===== config.mk =====
export PLATFORM = sky130hd
export DESIGN_NAME = time_disp_driver
export DESIGN_NICKNAME = d
export VERILOG_FILES = /design/src/rtl/time_disp_pkg.sv /design/src/rtl/time_disp_driver_bcd.sv /design/src/rtl/time_disp_driver.sv
export SDC_FILE = /design/constraint.sdc
export NUM_CORES = 1
export LEC_CHECK = 0
export ABC_CLOCK_PERIOD_IN_PS = 4520
export BUFFER_PORTS_ARGS = -buffer_cell sky130_fd_sc_hd__buf_4
export CAP_MARGIN = 10
export CORE_UTILIZATION = 60
export DETAILED_ROUTE_END_ITERATION = 10
export PLACE_DENSITY = 0.79
export SETUP_SLACK_MARGIN = 0.2
export SYNTH_ARGS = -nofsm -noshare
export SYNTH_HDL_FRONTEND = slang
export SYNTH_SLANG_ARGS = --single-unit

===== constraint.sdc =====
create_clock -name kh_clk -period 4.52 [get_ports kh_clk]
set_input_delay 0.452 -clock kh_clk [delete_from_list [all_inputs] [get_ports kh_clk]]
set_output_delay 0.452 -clock kh_clk [all_outputs]
set_load 0.05 [all_outputs]

===== src/rtl/time_disp_pkg.sv =====
// Shared definitions for the HH.MM.SS display back end: segment patterns,
// digit positions, FSM states, field limits and the shift-add-3 helper.
package time_disp_pkg;

   localparam logic [6:0] SEG_0     = 7'b1000000;
   localparam logic [6:0] SEG_1     = 7'b1111001;
   localparam logic [6:0] SEG_2     = 7'b0100100;
   localparam logic [6:0] SEG_3     = 7'b0110000;
   localparam logic [6:0] SEG_4     = 7'b0011001;
   localparam logic [6:0] SEG_5     = 7'b0010010;
   localparam logic [6:0] SEG_6     = 7'b0000010;
   localparam logic [6:0] SEG_7     = 7'b1111000;
   localparam logic [6:0] SEG_8     = 7'b0000000;
   localparam logic [6:0] SEG_9     = 7'b0010000;
   localparam logic [6:0] SEG_DASH  = 7'b0111111;
   localparam logic [6:0] SEG_BLANK = 7'b1111111;

   localparam logic [2:0] DIG_SEC_ONES = 3'd0;
   localparam logic [2:0] DIG_SEC_TENS = 3'd1;
   localparam logic [2:0] DIG_MIN_ONES = 3'd2;
   localparam logic [2:0] DIG_MIN_TENS = 3'd3;
   localparam logic [2:0] DIG_HR_ONES  = 3'd4;
   localparam logic [2:0] DIG_HR_TENS  = 3'd5;

   localparam logic [4:0] HR_MAX = 5'd23;
   localparam logic [5:0] MS_MAX = 6'd59;

   typedef enum logic [1:0] {
      IDLE   = 2'd0,
      CONV   = 2'd1,
      COMMIT = 2'd2
   } state_e;

   typedef struct packed {
      logic [4:0] h;
      logic [5:0] m;
      logic [5:0] s;
   } sample_t;

   function automatic logic [3:0] add3(input logic [3:0] d);
      return (d >= 4'd5) ? (d + 4'd3) : d;
   endfunction

endpackage


===== src/rtl/time_disp_driver_bcd.sv =====
// Sequential 6-bit binary to two-digit BCD converter (shift-add-3).
// start performs the first step; done holds after the sixth step.
module bin6_to_bcd_seq
   import time_disp_pkg::*;
(
   input  logic       kh_clk,
   input  logic       reset,
   input  logic       start,
   input  logic [5:0] bin,
   output logic       done,
   output logic [3:0] tens,
   output logic [3:0] ones
);

   logic [7:0] bcd_q, bcd_d;
   logic [2:0] cnt_q, cnt_d;
   logic [2:0] bit_sel_s;
   logic [3:0] t_adj_s, o_adj_s;

   always_comb begin
      bcd_d     = bcd_q;
      cnt_d     = cnt_q;
      bit_sel_s = 3'd5 - cnt_q;
      t_adj_s   = add3(bcd_q[7:4]);
      o_adj_s   = add3(bcd_q[3:0]);
      if (start) begin
         bcd_d = {7'd0, bin[5]};
         cnt_d = 3'd1;
      end else if ((cnt_q != 3'd0) && (cnt_q != 3'd6)) begin
         bcd_d = {t_adj_s[2:0], o_adj_s, bin[bit_sel_s]};
         cnt_d = cnt_q + 3'd1;
      end else begin
         bcd_d = bcd_q;
         cnt_d = cnt_q;
      end
   end

   always_ff @(posedge kh_clk or posedge reset) begin
      if (reset) begin
         bcd_q <= 8'd0;
         cnt_q <= 3'd0;
      end else begin
         bcd_q <= bcd_d;
         cnt_q <= cnt_d;
      end
   end

   assign done = (cnt_q == 3'd6);
   assign tens = bcd_q[7:4];
   assign ones = bcd_q[3:0];

endmodule


===== src/rtl/time_disp_driver.sv =====
// Captures hh:mm:ss samples, converts them to BCD through one shared serial
// converter, and scans six active-low 7-segment digits.
module time_disp_driver
   import time_disp_pkg::*;
#(
   parameter int REFRESH_DIV = 2,
   parameter bit LEAD_BLANK  = 1'b1
)
(
   input  logic       kh_clk,
   input  logic       reset,
   input  logic       time_valid,
   input  logic [4:0] hr,
   input  logic [5:0] min,
   input  logic [5:0] sec,
   output logic       busy,
   output logic       range_err,
   output logic [5:0] an,
   output logic [6:0] seg,
   output logic       dp
);

   localparam int RC_W = (REFRESH_DIV > 1) ? $clog2(REFRESH_DIV) : 1;

   state_e          state_q, state_d;
   sample_t         smp_q, smp_d, pend_q, pend_d, smp_in_s;
   logic            pend_v_q, pend_v_d;
   logic [4:0]      cyc_q, cyc_d;
   logic [7:0]      hr_bcd_q, hr_bcd_d, min_bcd_q, min_bcd_d;
   logic [5:0][3:0] dig_q, dig_d;
   logic            rerr_q, rerr_d, busy_q, busy_d;
   logic            conv_start_s, conv_done_s;
   logic [5:0]      conv_bin_s;
   logic [3:0]      conv_tens_s, conv_ones_s;

   logic [RC_W-1:0] rc_q, rc_d;
   logic [2:0]      idx_q, idx_d;
   logic [5:0]      an_q, an_d;
   logic [6:0]      seg_q, seg_d, seg_raw_s;
   logic            dp_q, dp_d, wrap_s;
   logic [3:0]      dig_s;

   assign smp_in_s = {hr, min, sec};

   // One converter serves hr, min, sec in turn, six cycles each.
   always_comb begin
      if (cyc_q < 5'd6)       conv_bin_s = {1'b0, smp_q.h};
      else if (cyc_q < 5'd12) conv_bin_s = smp_q.m;
      else                    conv_bin_s = smp_q.s;
   end

   bin6_to_bcd_seq u_conv (
      .kh_clk (kh_clk),
      .reset  (reset),
      .start  (conv_start_s),
      .bin    (conv_bin_s),
      .done   (conv_done_s),
      .tens   (conv_tens_s),
      .ones   (conv_ones_s)
   );

   // Capture / convert / commit sequencing with a single newest-wins pending slot.
   always_comb begin
      state_d      = state_q;
      smp_d        = smp_q;
      pend_d       = pend_q;
      pend_v_d     = pend_v_q;
      cyc_d        = cyc_q;
      hr_bcd_d     = hr_bcd_q;
      min_bcd_d    = min_bcd_q;
      dig_d        = dig_q;
      rerr_d       = rerr_q;
      conv_start_s = 1'b0;
      case (state_q)
         IDLE: begin
            if (time_valid) begin
               smp_d   = smp_in_s;
               cyc_d   = 5'd0;
               state_d = CONV;
            end else begin
               state_d = IDLE;
            end
         end
         CONV: begin
            conv_start_s = (cyc_q == 5'd0) || (cyc_q == 5'd6) || (cyc_q == 5'd12);
            if (conv_done_s && (cyc_q == 5'd6)) hr_bcd_d = {conv_tens_s, conv_ones_s};
            else                                hr_bcd_d = hr_bcd_q;
            if (conv_done_s && (cyc_q == 5'd12)) min_bcd_d = {conv_tens_s, conv_ones_s};
            else                                 min_bcd_d = min_bcd_q;
            if (time_valid) begin
               pend_d   = smp_in_s;
               pend_v_d = 1'b1;
            end else begin
               pend_v_d = pend_v_q;
            end
            if (cyc_q == 5'd17) state_d = COMMIT;
            else                cyc_d   = cyc_q + 5'd1;
         end
         COMMIT: begin
            // A strobe landing on the commit cycle is newer than anything pending.
            dig_d    = {hr_bcd_q, min_bcd_q, conv_tens_s, conv_ones_s};
            rerr_d   = (smp_q.h > HR_MAX) || (smp_q.m > MS_MAX) || (smp_q.s > MS_MAX);
            pend_v_d = 1'b0;
            cyc_d    = 5'd0;
            if (time_valid) begin
               smp_d   = smp_in_s;
               state_d = CONV;
            end else if (pend_v_q) begin
               smp_d   = pend_q;
               state_d = CONV;
            end else begin
               state_d = IDLE;
            end
         end
         default: state_d = IDLE;
      endcase
      busy_d = (state_d != IDLE);
   end

   // FSM and datapath registers.
   always_ff @(posedge kh_clk or posedge reset) begin
      if (reset) begin
         state_q   <= IDLE;
         smp_q     <= '0;
         pend_q    <= '0;
         pend_v_q  <= 1'b0;
         cyc_q     <= 5'd0;
         hr_bcd_q  <= 8'd0;
         min_bcd_q <= 8'd0;
         dig_q     <= '0;
         rerr_q    <= 1'b0;
         busy_q    <= 1'b0;
      end else begin
         state_q   <= state_d;
         smp_q     <= smp_d;
         pend_q    <= pend_d;
         pend_v_q  <= pend_v_d;
         cyc_q     <= cyc_d;
         hr_bcd_q  <= hr_bcd_d;
         min_bcd_q <= min_bcd_d;
         dig_q     <= dig_d;
         rerr_q    <= rerr_d;
         busy_q    <= busy_d;
      end
   end

   // Scan: next digit index, its decoded pattern and separator, loaded on wrap.
   always_comb begin
      wrap_s = (rc_q == RC_W'(REFRESH_DIV - 1));
      if (wrap_s) begin
         rc_d  = '0;
         idx_d = (idx_q == DIG_HR_TENS) ? DIG_SEC_ONES : (idx_q + 3'd1);
      end else begin
         rc_d  = rc_q + RC_W'(1);
         idx_d = idx_q;
      end
      case (idx_d)
         DIG_SEC_ONES: dig_s = dig_q[0];
         DIG_SEC_TENS: dig_s = dig_q[1];
         DIG_MIN_ONES: dig_s = dig_q[2];
         DIG_MIN_TENS: dig_s = dig_q[3];
         DIG_HR_ONES:  dig_s = dig_q[4];
         DIG_HR_TENS:  dig_s = dig_q[5];
         default:      dig_s = 4'd0;
      endcase
      case (dig_s)
         4'd0:    seg_raw_s = SEG_0;
         4'd1:    seg_raw_s = SEG_1;
         4'd2:    seg_raw_s = SEG_2;
         4'd3:    seg_raw_s = SEG_3;
         4'd4:    seg_raw_s = SEG_4;
         4'd5:    seg_raw_s = SEG_5;
         4'd6:    seg_raw_s = SEG_6;
         4'd7:    seg_raw_s = SEG_7;
         4'd8:    seg_raw_s = SEG_8;
         4'd9:    seg_raw_s = SEG_9;
         default: seg_raw_s = SEG_BLANK;
      endcase
      if (rerr_q)
         seg_d = SEG_DASH;
      else if (LEAD_BLANK && (idx_d == DIG_HR_TENS) && (dig_s == 4'd0))
         seg_d = SEG_BLANK;
      else
         seg_d = seg_raw_s;
      if (rerr_q) dp_d = 1'b1;
      else        dp_d = !((idx_d == DIG_MIN_ONES) || (idx_d == DIG_HR_ONES));
      an_d = ~(6'b000001 << idx_d);
   end

   // Scan registers; outputs move only on refresh wrap.
   always_ff @(posedge kh_clk or posedge reset) begin
      if (reset) begin
         rc_q  <= '0;
         idx_q <= DIG_SEC_ONES;
         an_q  <= 6'b111110;
         seg_q <= SEG_0;
         dp_q  <= 1'b1;
      end else begin
         rc_q  <= rc_d;
         idx_q <= idx_d;
         if (wrap_s) begin
            an_q  <= an_d;
            seg_q <= seg_d;
            dp_q  <= dp_d;
         end else begin
            an_q  <= an_q;
            seg_q <= seg_q;
            dp_q  <= dp_q;
         end
      end
   end

   assign busy      = busy_q;
   assign range_err = rerr_q;
   assign an        = an_q;
   assign seg       = seg_q;
   assign dp        = dp_q;

endmodule


==> results.tsv <==
metric	value	unit
cts_buffers	17	
synthFlopType	dfrtp_1	
path_cells	nand2_1 -> o31ai_4 -> nand2_1 -> nand3_1 -> inv_1 -> ha_1 -> and3_1 -> o21ai_0 -> nand3_1 -> o31ai_4 -> a31oi_1	
fmax	313	MHz
outcome	finished, violations left	
die_y	98.4	um
seqPwrFrac	38.8	%
multi_input_area	0.00255	mm2
postSynthAreaPerCell	10.9	um2
synth_edf_count	0	
path_clk_slew	0.06	ns
tightestPinTransition	1.10	ns
cts_resized	0	
ys_ff_latch	113	
cp_slowest_cell	dfrtp_1	
synthTopCellsByArea	dfrtp_1 (48%), mux2_2 (11%), mux2i_1 (4.8%)	
p_sw_share	35.6	%
grt_use_total	26.5	%
syn_area	0.00558	mm2
drtIter0Drc	247	
holdBufCountCts	0	
clkSinkCount	113	
worstReg2RegStart	rc_q$_DFF_PP0_	
yosys.area.top_type_share	47.6	%
finalSetupViolCount	0	
crit_fanout	27	
portBuffers	35	
worstPathRequired	4.88	ns
cp-end-kind	register	
rr_endpoint	seg[2]$_DFFE_PP0P_	
switchingPower	1.47	mW
avgViaCountPerCell	6.03	
power_density	642	mW/mm2
cts_buffer_depth	2	
grt-ovfl-total	0	
irDropWorstVdd	0.440	mV
io_pins	36	
final.min_clock_period	3.19	ns
rrSetupSlack	1.33	ns
totalNegativeSetupSlack	0	ns
grt_max_degree	82	
post_layout_nonfiller_instances	661	
cp-start-kind	register	
insertion_delay	0.51	ns
power.total	4.14	mW
ys_warn_count	0	
gp_congestion	0.844	
synth_cell_types	53	
rsz0062_at_grt	false	
period_share	70.6	%
syn_inst	513	
n_fill_cell	605	
seqCellArea	0.00284	mm2
wl_per_cell	17.8	um
post-place-cells	629	
finClkSkew	0.00728	ns
ant_nets	0	
rows	34	
drt_pass1_iterations	8	
clkPwrFrac	31.6	%
synth_nets	549	
core_area	0.00885	mm2
p_leak	2.98	nW
syn_to_final_growth	15.7	%
cts_root_buf	clkbuf_8	
start_util	63.0	%
hold_class	in2async	
cts_htree_levels	4	
async_flop_share	100	%
antenna_cells	0	
violations	design-rule violations	
relSlewSlack	26.2	%
dp_hpwl	7.86	mm
final-hold-violation-count	0	
worst-setup-path-type	reg2reg	
yosys.area.top_type	dfrtp_1	
cts_tree	built	
grt_pass1_vias	4050	
grt_pass1_wl	20.0	mm
die-area	0.00969	mm2
combPwrFrac	29.6	%
ys_seq_area_share	50.9	%
antenna_found_initial	0	
drive_gt1_share	25.9	%
cpPeakStageDelay	0.90	ns
die_x	98.4	um
nets	576	
r2r_cells	11	
crit_arrival	3.56	ns
cap_violations	0	
vias	3986	
routed_wl	11.7	mm
p_int	2.67	mW
drc_errors	3	
maxSlewViolCount	0	
post_cts_buffers	0	
-- logic make-up after synthesis --
family                     after synthesis  share of synthesized area, %
and+or+nand+nor                        143                          12.0
AOI/OAI and AO/OA                      106                          12.7
DFF                                    113                          50.9
buffers and inverters                   46                          3.57
muxes                                   81                          15.9
adders and majority gates               16                          3.59
xor gates and xnor gates                 8                          1.39
-- cells in the final DEF (no fill, tap or decap), types with 3 or more instances in the layout --
master      count
nand3_1        11
o21ai_0        36
nand2_1        47
nor3_1          4
inv_6           3
xnor2_1         3
buf_4          38
nor2_1         43
and3_1          4
dfrtp_1       106
mux2_2         53
nand2b_1        6
nand3b_1        4
o21ai_1         4
a21oi_1        14
ha_1           16
clkbuf_8        4
nor2b_1         7
a21o_1          6
dfstp_2         7
o211ai_1        8
clkinvlp_4      3
inv_1          15
nand4_1         5
a211oi_1        3
a31oi_1        12
xor2_1          4
o221ai_1        3
a22oi_1         3
mux2i_1        27
clkbuf_16      16
-- through the flow --
step / cell area [um2] / worst slack [ns] / hold slack [ns] / util, %
6_report: 6450 / 1.33 / 0.160 / 72.9
5_1_grt: 6450 / 0.993 / 0.162 / 72.9
4_1_cts: 6450 / 1.35 / 0.164 / 72.9
3_5_place_dp: 5870 / 1.41 / 0.471 / 66.3
3_3_place_gp: 5870 / 1.56 / 0.462 / 66.3
2_1_floorplan: 5580 / 1.09 / 0.444 / -
-- worst max path at each step --
stage	end	startpoint	cells past startpoint	slack (ns)
detailed placement	seg[2]$_DFFE_PP0P_	rc_q$_DFF_PP0_	11	1.41
CTS	seg[2]$_DFFE_PP0P_	rc_q$_DFF_PP0_	11	1.35
floorplan	an[0]$_DFFE_PP0P_	reset	1	1.09
global placement	seg[3]$_DFFE_PP0P_	rc_q$_DFF_PP0_	11	1.56
global route	seg[1]$_DFFE_PP0P_	rc_q$_DFF_PP0_	11	0.99
finish	seg[2]$_DFFE_PP0P_	rc_q$_DFF_PP0_	11	1.33
-- area by class of cell --
class	instances	share of cell area, %
multi-input combinational	354	39.5
sequential	113	44.0
inverter	16	0.969
clock buffer	21	7.12
timing repair buffer	38	4.42
clock inverter	11	1.98
tap	108	2.09
-- power by group through the flow --
stage	clock network [mW]	registers (mW)	logic [mW]
after floorplan	0	1.58	0.898
after global placement	0	1.59	1.16
after detailed placement	0	1.60	1.21
after CTS	1.32	1.60	1.23
after global routing	1.37	1.64	1.36
final	1.31	1.61	1.22
-- Yosys cell counts, drive strengths merged, types with 2 or more instances --
cell type	number
a221oi	2
nand4	5
o221ai	3
dfstp	7
nor3	4
nand2b	6
dfrtp	106
and2	3
nand3	11
xor2	5
and3	4
o31ai	4
a22oi	4
a31oi	12
nand2	47
nor2	43
ha	16
inv	16
o211ai	8
mux2i	27
nor3b	2
clkbuf	18
a21oi	15
or2	2
mux2	53
a21o	6
nand3b	4
xnor2	3
a211oi	3
a41oi	2
o21ai	40
buf	12
nor2b	9
-- sequential cells by signal (all words and copies together), names as in the netlist --
signal	count
pend_q	17
u_conv.cnt_q	3
seg	7
an	6
dig_q	24
cyc_q	5
pend_v_q	1
dp	1
min_bcd_q	8
hr_bcd_q	8
idx_q	3
rc_q	1
smp_q	17
busy	1
state_q	2
range_err	1
u_conv.bcd_q	8
-- critical path: cells and delay by family, from the launching register on --
kind / cells / cell delay, ns
compound gates: 4 / 0.69
fa+ha+maj: 1 / 0.22
buf+inv: 1 / 0.13
flops: 1 / 0.90
simple gates: 5 / 1.09
-- layer usage --
layer	track usage, %	routed length [um]	vias to the layer above
met5	0	0	-
met4	9.07	163	0
met3	6.74	527	14
met2	42.4	5660	120
met1	35.7	5390	1979
li1	-	-	1873
Power figures use the tool's default switching activity.
